`src/rtl/core_inst_seq.sv`:
```
// Instruction sequencer for one kij pass: weight load, activation load, execute, drain, psum write-out.
// Optional OUT-phase watchdog enabled by defining CORE_INST_SEQ_TIMEOUT_EN (adds timeout_err port).
module core_inst_seq #(
  parameter int          col     = 8,
  parameter int          row     = 8,
  parameter int          len_nij = 36,
  parameter logic [10:0] w_base  = 11'h400
) (
  input  logic        clk,
  input  logic        reset,
  input  logic        start,
  input  logic        mode_select,
  input  logic [10:0] pmem_base,
  input  logic        ofifo_valid,
  output logic [34:0] inst,
  output logic        busy,
`ifdef CORE_INST_SEQ_TIMEOUT_EN
  output logic        timeout_err,
`endif
  output logic        done
);

  // state    | meaning
  // S_IDLE   | waiting for start, idle word
  // S_W_L0   | kernel words xmem -> L0 (col cycles)
  // S_W_LOAD | L0 -> PE weight load (col cycles)
  // S_X_L0   | activations xmem -> L0 (len_nij cycles)
  // S_EXEC   | L0 -> PE execute (len_nij cycles)
  // S_DRAIN  | execute with no new data (row+col cycles)
  // S_OUT    | ofifo -> pmem, one write per valid sample, len_nij writes
  // S_FIN    | one-cycle done pulse
  typedef enum logic [2:0] {
    S_IDLE, S_W_L0, S_W_LOAD, S_X_L0, S_EXEC, S_DRAIN, S_OUT, S_FIN
  } state_t;

  localparam int CW = 16;
  localparam logic [33:0] IDLE_WORD = 34'h1_800C_0000;

  state_t        state, nstate;
  logic [CW-1:0] cnt, ncnt;
  logic [10:0]   pbase;
  logic [33:0]   inst_r;
  logic          nwr;
  logic [10:0]   out_idx;
  logic [10:0]   widx;

`ifdef CORE_INST_SEQ_TIMEOUT_EN
  logic [5:0] stall, nstall;
  logic       tmo_hit;
  logic       err_r;
`endif

  function automatic logic [33:0] word_of(input state_t s, input logic [10:0] idx,
                                          input logic [10:0] pb, input logic wr);
    logic [33:0] w;
    w = IDLE_WORD;
    case (s)
      S_W_L0: begin
        w[19]   = 1'b0;
        w[2]    = 1'b1;
        w[17:7] = w_base + idx;
      end
      S_W_LOAD: begin
        w[3] = 1'b1;
        w[0] = 1'b1;
      end
      S_X_L0: begin
        w[19]   = 1'b0;
        w[2]    = 1'b1;
        w[17:7] = idx;
      end
      S_EXEC: begin
        w[3] = 1'b1;
        w[1] = 1'b1;
      end
      S_DRAIN: w[1] = 1'b1;
      S_OUT: begin
        if (wr) begin
          w[6]     = 1'b1;
          w[32]    = 1'b0;
          w[31]    = 1'b0;
          w[30:20] = pb + idx;  // 11-bit sum, wraps at 2048
        end
      end
      default: w = IDLE_WORD;
    endcase
    return w;
  endfunction

  always_comb begin
    nstate  = state;
    ncnt    = cnt + CW'(1);
    nwr     = 1'b0;
    out_idx = '0;
`ifdef CORE_INST_SEQ_TIMEOUT_EN
    nstall  = '0;
    tmo_hit = 1'b0;
`endif
    case (state)
      S_IDLE: begin
        ncnt = '0;
        if (start) nstate = S_W_L0;
      end
      S_W_L0:
        if (cnt == CW'(col - 1)) begin
          nstate = S_W_LOAD;
          ncnt   = '0;
        end
      S_W_LOAD:
        if (cnt == CW'(col - 1)) begin
          nstate = S_X_L0;
          ncnt   = '0;
        end
      S_X_L0:
        if (cnt == CW'(len_nij - 1)) begin
          nstate = S_EXEC;
          ncnt   = '0;
        end
      S_EXEC:
        if (cnt == CW'(len_nij - 1)) begin
          nstate = S_DRAIN;
          ncnt   = '0;
        end
      S_DRAIN:
        if (cnt == CW'(row + col - 1)) begin
          // OUT starts from zero writes; a valid sample here issues write 0 right away
          nstate = S_OUT;
          ncnt   = '0;
          if (ofifo_valid) begin
            nwr  = 1'b1;
            ncnt = CW'(1);
          end
        end
      S_OUT: begin
        // cnt counts writes already issued; exit once all len_nij are out
        if (cnt == CW'(len_nij)) begin
          nstate = S_FIN;
          ncnt   = '0;
        end else if (ofifo_valid) begin
          nwr     = 1'b1;
          out_idx = cnt[10:0];
        end else begin
          ncnt = cnt;
`ifdef CORE_INST_SEQ_TIMEOUT_EN
          if (stall == 6'd63) begin
            tmo_hit = 1'b1;
            nstate  = S_IDLE;
            ncnt    = '0;
          end else begin
            nstall = stall + 6'd1;
          end
`endif
        end
      end
      S_FIN: begin
        nstate = S_IDLE;
        ncnt   = '0;
      end
      default: begin
        nstate = S_IDLE;
        ncnt   = '0;
      end
    endcase
    widx = (nstate == S_OUT) ? out_idx : ncnt[10:0];
  end

  always_ff @(posedge clk) begin
    if (reset) begin
      state  <= S_IDLE;
      cnt    <= '0;
      pbase  <= '0;
      inst_r <= IDLE_WORD;
`ifdef CORE_INST_SEQ_TIMEOUT_EN
      stall  <= '0;
      err_r  <= 1'b0;
`endif
    end else begin
      state  <= nstate;
      cnt    <= ncnt;
      inst_r <= word_of(nstate, widx, pbase, nwr);
      if (state == S_IDLE && start) pbase <= pmem_base;
`ifdef CORE_INST_SEQ_TIMEOUT_EN
      stall <= nstall;
      if (tmo_hit) err_r <= 1'b1;
`endif
    end
  end

  assign inst = {mode_select, inst_r};
  assign busy = (state != S_IDLE);
  assign done = (state == S_FIN);
`ifdef CORE_INST_SEQ_TIMEOUT_EN
  assign timeout_err = err_r;
`endif

endmodule

```
`config.mk`:
```
export PLATFORM = sky130hd
export DESIGN_NAME = core_inst_seq
export DESIGN_NICKNAME = d
export VERILOG_FILES = /design/src/rtl/core_inst_seq.sv
export SDC_FILE = /design/constraint.sdc
export NUM_CORES = 1
export LEC_CHECK = 0
export CAP_MARGIN = 20
export CORE_MARGIN = 2
export CORE_UTILIZATION = 54
export DETAILED_ROUTE_END_ITERATION = 7
export PLACE_DENSITY = 0.87
export RECOVER_POWER = 25
export SYNTH_ARGS = -nofsm -noshare
export SYNTH_HDL_FRONTEND = slang
export SYNTH_SLANG_ARGS = --single-unit
```
`constraint.sdc`:
```
create_clock -name clk -period 4.7 [get_ports clk]
set_input_delay 1.175 -clock clk [delete_from_list [all_inputs] [get_ports clk]]
set_output_delay 1.175 -clock clk [all_outputs]
set_load 0.05 [all_outputs]
```
Yosys cells after proc, flatten, opt, wreduce, memory -nomap -nowiden
Index checks and enable logic that the tools add are counted.
{ "word_totals": {"output_inout_bits": 37, "register_bits": 64, "in_bits": 16, "elab_cells": 73} }
{ "classes": {"n_reduce_logical": 11, "muxes": 31, "eq_ne": 18, "n_bitwise": 2, "add_sub_neg": 3} }
{ "op_table": {"columns": ["operator", "count"], "rows": [
  ["2-to-1 mux 16 bit", 5],
  ["one-hot mux 16 bit (5 select lines)", 1],
  ["2-to-1 mux 11 bit", 4],
  ["== test 16 x 6 -> 1 bit (second input constant)", 2],
  ["one-hot mux 3 bit (8 select lines)", 1],
  ["one-hot mux 11 bit (2 select lines)", 1],
  ["== test 3 bit (second input constant)", 7],
  ["2-to-1 mux 3 bit", 7],
  ["adder 16 x 1 -> 16 bit (second input constant)", 1],
  ["== test 16 x 3 -> 1 bit (second input constant)", 1],
  ["== test 16 x 4 -> 1 bit (second input constant)", 1],
  ["OR reduction 2 bit", 7],
  ["2-to-1 mux 13 bit", 1],
  ["== test 3 x 2 -> 1 bit (second input constant)", 4],
  ["adder 11 bit", 1],
  ["adder 11 bit (first input constant)", 1],
  ["2-to-1 mux 1 bit", 10],
  ["== test 3 x 1 -> 1 bit (second input constant)", 2],
  ["logical NOT 3 bit", 1],
  ["inequality test 3 bit (second input constant)", 1],
  ["nonzero test 3 bit", 1],
  ["OR reduction 3 bit", 1],
  ["inverter 1 bit", 2],
  ["one-hot mux 1 bit (2 select lines)", 1],
  ["logical AND 1 bit", 1]
]} }

Depth between registers and ports, before layout
{ "depth": {"word_depth": 7, "depth_mapped": 17, "mapped_depth_nobuf": 17} }

Worst setup path after synthesis
No wires, ideal clock.
{ "synth_path": {"path_type": "register -> register", "startpoint": "register cnt[1]", "endpoint": "register inst_r[27]", "setup_ns": 0.115, "stages_incl_launch_ff": 18, "n_path_buf": 1, "t_arrival_ns": 3.675, "slack_ns": 0.910, "t_required_ns": 4.585, "path_cell_list": "dfxtp_1 ha_1 buf_4 nor2b_1 a32oi_2 o31ai_4 o21ai_2 a22o_1 a32oi_2 inv_1 ha_1 a21o_1 a21oi_1 o21bai_1 a2111oi_0 nor2_1 xor2_1 and2_1"} }
{ "synth_via": {"elab_chain_cells": 6, "word_cells_on_any_way": 30, "classes_between": "2 x add/sub; 5 x eq/ne; 20 x mux; 2 x bitwise; 1 x reduce/logical"} }
{ "synth_lines": {"columns": ["element", "line", "rtl"], "rows": [
  ["start: declaration", "40", "logic [CW-1:0] cnt, ncnt;"],
  ["start signal: assignment", "179", "cnt <= ncnt;"],
  ["adder 16 x 1 -> 16 bit, or another cell as far along", "92", "ncnt = cnt + CW'(1);"],
  ["2-to-1 mux 16 bit, or another cell as far along", "139", "end else if (ofifo_valid) begin"],
  ["2-to-1 mux 16 bit / one-hot mux 3 bit (8 select lines) (equally long branches)", "136, 99", null],
  ["one-hot mux 16 bit (5 select lines) / == test 3 bit (equally long branches)", "99, 57, 164", null],
  ["2-to-1 mux 11 bit / inverter 1 bit (equally long branches)", null, null],
  ["adder 11 bit / OR reduction 3 bit (equally long branches)", null, null],
  ["end signal: assignment", "180", "inst_r <= word_of(nstate, widx, pbase, nwr);"],
  ["end: declaration", "42", "logic [33:0] inst_r;"]
]} }
Parallel ways exist; a longest one is shown, timed or not. The select of a mux whose other input is x is not followed.
A chain may end at the register's enable or synchronous reset.

Worst setup path after layout
{ "layout_path": {"startpoint": "register cnt[11]", "endpoint": "register inst_r[30]"} }
{ "layout_via": {"elab_chain_cells": 6, "word_cells_on_any_way": 27, "classes_between": "1 x add/sub; 5 x eq/ne; 18 x mux; 2 x bitwise; 1 x reduce/logical"} }
{ "layout_lines": {"columns": ["element", "line", "rtl"], "rows": [
  ["== test 16 x 6 -> 1 bit, or another cell as far along", "136", "if (cnt == CW'(len_nij)) begin"],
  ["2-to-1 mux 3 bit, or another cell as far along", "136", null],
  ["one-hot mux 3 bit (8 select lines)", "99", "case (state)"],
  ["== test 3 bit", "57, 164", null],
  ["2-to-1 mux 11 bit / inverter 1 bit (equally long branches)", null, null],
  ["adder 11 bit / OR reduction 3 bit (equally long branches)", null, null]
]} }
Parallel ways exist; a longest one is shown, timed or not.

==> impl_metrics.tcl <==
set metrics [dict create \
    status "finished clean" \
    htree_levels 3 \
    grtUsageTotal_pct 28.3 \
    slew_headroom_pct 39.5 \
    clockRootBuffer "clkbuf_8" \
    pwr_density_cell_nw_per_um2 278 \
    die_w_um 82.1 \
    rsz0062_at_grt "no" \
    fillers 472 \
    crit_path_top_delay_cell "or4b_1" \
    cp_slowest_stage_delay_ps 500 \
    diodes 0 \
    crit_type "reg2reg" \
    crit_buf_inv 1 \
    placed_area_sq_um 3790 \
    firstDrtPassIters 4 \
    synth_xor_area_share_pct 4.26 \
    synth.ff_latch_count 59 \
    cts_buffer_depth 2 \
    hold_violations 0 \
    grt_pass1_wl_um 14300 \
    ctsHoldBuffers 0 \
    cp_cell_sequence "nor4_4 -> nand3_2 -> o31ai_4 -> clkbuf_1 -> o31ai_1 -> a22oi_1 -> o21ai_0 -> ha_1 -> nor2b_1 -> o21ai_0 -> a21oi_1 -> o2111ai_1 -> nand2_1 -> or4b_1 -> nand3_1" \
    via_count 3175 \
    synth_edf_count 0 \
    final_util_pct 67.2 \
    hp-class "reg2reg" \
    synthAdderAreaFrac_pct 5.55 \
    startpoint_type "flop" \
    clock_sinks 59 \
    synthFlopType "dfxtp_1" \
    cts_tree "built" \
    cts_buffers 9 \
    grt_max_degree 31 \
    fin_tns_setup_ps 0 \
    syn_area_per_cell_sq_um 8.37 \
    drt-wirelength-per-cell_um 16.9 \
    dieArea_sq_um 6730 \
    initial_core_util_pct 55.6 \
    p_leak_uw 0.00152 \
    std_cell_rows 28 \
    final_cells 518 \
    die_h_um 82.1 \
    cap_violations 0 \
    crit_path_end_kind "flop" \
    cp_common_cell "o21ai_0" \
    insertion_delay_ps 350 \
    postSynthCellCount 393 \
    cp_max_fo 7 \
    core_area_sq_um 5920 \
    fin_skew_ps 9.60 \
    required_ps 4990 \
    synth_area_sq_um 3290 \
    cp_data_arrival_time_ps 4590 \
    synth_top_family_by_area "simple AND/OR/NAND/NOR gates" \
    routed_wl_um 8770 \
    tightest_slew_ps 898 \
    drive_above_1_share_pct 10.2 \
    synth_compound_area_share_pct 20.5 \
    ios 53 \
    place_inst 503 \
    critical-path-top-delay-family "compound AO/OA/AOI/OAI gates" \
    hpwl_um 6430 \
    grt_pass1_vias 3056 \
    synthArstFlopShare_pct 0 \
    yosys.area_share.simple_pct 28.0 \
    remaining_drc_errors 0 \
    antenna_left 0 \
    synth_mux_area_share_pct 0 \
    synth_cell_type_count 64 \
    grt.overflow.total 0 \
    r2r_slack_ps 400 \
    max_freq_mhz 232 \
    cts_resized 0 \
    clkTransAtPathRegs_ps 70 \
    ys_warn_count 0 \
    slew_viol_final 0 \
    setup_violations 0 \
    ir_drop_mv 0.201 \
    stdcell_area_sq_um 3980 \
    port-buffer-count 46 \
    cts_setup_buffers 0 \
    gp_congestion 0.957 \
    worst_hold_slack_ps 472 \
    fin_crit_sh_pct 91.5 \
    antenna_found_initial 0 \
    fin_nets 469 \
    avgViaCountPerCell 6.13 \
    ys_seq_area_share_pct 35.9 \
    period_needed_ps 4300 \
    drt_first_iter_violations 252 \
    syn2layout_area_growth_pct 20.9 \
]
## cell type report
class | instances | area, sq um | share of cell area, %
well taps | 75 | 93.8 | 2.36
flip-flops and latches | 59 | 1180 | 29.7
repair buffers | 57 | 536 | 13.5
clock buffers | 11 | 151 | 3.81
clock inverters | 4 | 50.0 | 1.26
multi-input cells | 301 | 1930 | 48.4
inverters | 11 | 41.3 | 1.04
## cells in the final DEF (no fill, tap or decap), types with 10 or more instances in the layout
master and instances:
ha_1 13, nand2_1 50, nor3_1 12, a21oi_1 27, clkbuf_8 11, nand3_1 13
dfxtp_1 59, nor2_1 37, inv_1 10, clkdlybuf4s50_1 45
## through the flow
step / total power (uW) / setup slack, ps
after floorplan: 606 / 910
after global placement: 637 / 329
after detailed placement: 640 / 191
after CTS: 1110 / 357
after global routing: 1140 / 117
final: 1110 / 398
## power breakdown
group	internal [uW]	switching, uW	leakage (uW)
logic	41.6	71.4	0.000947
registers	510	7.27	0.000478
clock network	270	208	0.0000974
## metal layers
metal	GRT usage, %	share of wire (%)
met4	14.8	3.3
met3	6.37	6.4
met2	47.8	49
met5	0	0
met1	33.3	41
## state kept, by name, summed over array words and instances (netlist names)
signal and flops:
inst_r 29, pbase 11, cnt 16, state 3
## logic make-up (layout without fill, tap and decap cells)
| logic type | Yosys count | after routing |
|---|---|---|
| and+or+nand+nor | 175 | 175 |
| AOI/OAI and AO/OA | 92 | 92 |
| DFF | 59 | 59 |
| buffers and inverters | 35 | 83 |
| xor gates and xnor gates | 16 | 16 |
| adders and majority gates | 14 | 14 |
| other | 2 | 4 |
## cells in the mapped netlist, drive strengths merged, types with 2 or more instances
cell type	number	area, sq um
a211oi	2	15.0
a21o	6	45.0
a21oi	27	135
a22o	4	35.0
a22oi	4	35.0
a311oi	3	26.3
a31oi	2	12.5
a32o	3	31.3
a32oi	5	58.8
and2	10	62.6
and3	8	50.1
buf	15	110
clkbuf	9	33.8
conb	2	7.51
dfxtp	59	1180
ha	13	163
inv	11	41.3
nand2	50	188
nand2b	2	12.5
nand3	15	85.1
nand4	9	56.3
nor2	39	151
nor2b	9	56.3
nor3	15	90.1
nor3b	2	15.0
nor4	4	55.1
o21ai	14	77.6
o21bai	2	15.0
o31ai	9	81.3
or2	3	18.8
or3	3	18.8
xnor2	9	78.8
xor2	7	61.3
## worst reg2reg max path, cell delays in order (launching register included)
cell and delay [ps]:
dfxtp_1 390, nor4_4 430, nand3_2 290, o31ai_4 350, clkbuf_1 270, o31ai_1 120, a22oi_1 250, o21ai_0 150
ha_1 340, nor2b_1 160, o21ai_0 250, a21oi_1 180, o2111ai_1 370, nand2_1 120, or4b_1 500, nand3_1 100
## final timing paths
kind                               from                     to  cells after the start
hold / removal    pbase[4]$_SDFFE_PP0P_  pbase[4]$_SDFFE_PP0P_                      2
setup reg to reg   cnt[11]$_SDFFE_PP0P_  inst_r[30]$_SDFF_PP0_                     15
hold reg to reg   pbase[4]$_SDFFE_PP0P_  pbase[4]$_SDFFE_PP0P_                      2
setup / recovery   cnt[11]$_SDFFE_PP0P_  inst_r[30]$_SDFF_PP0_                     15
(Power assumes the default switching activity.)
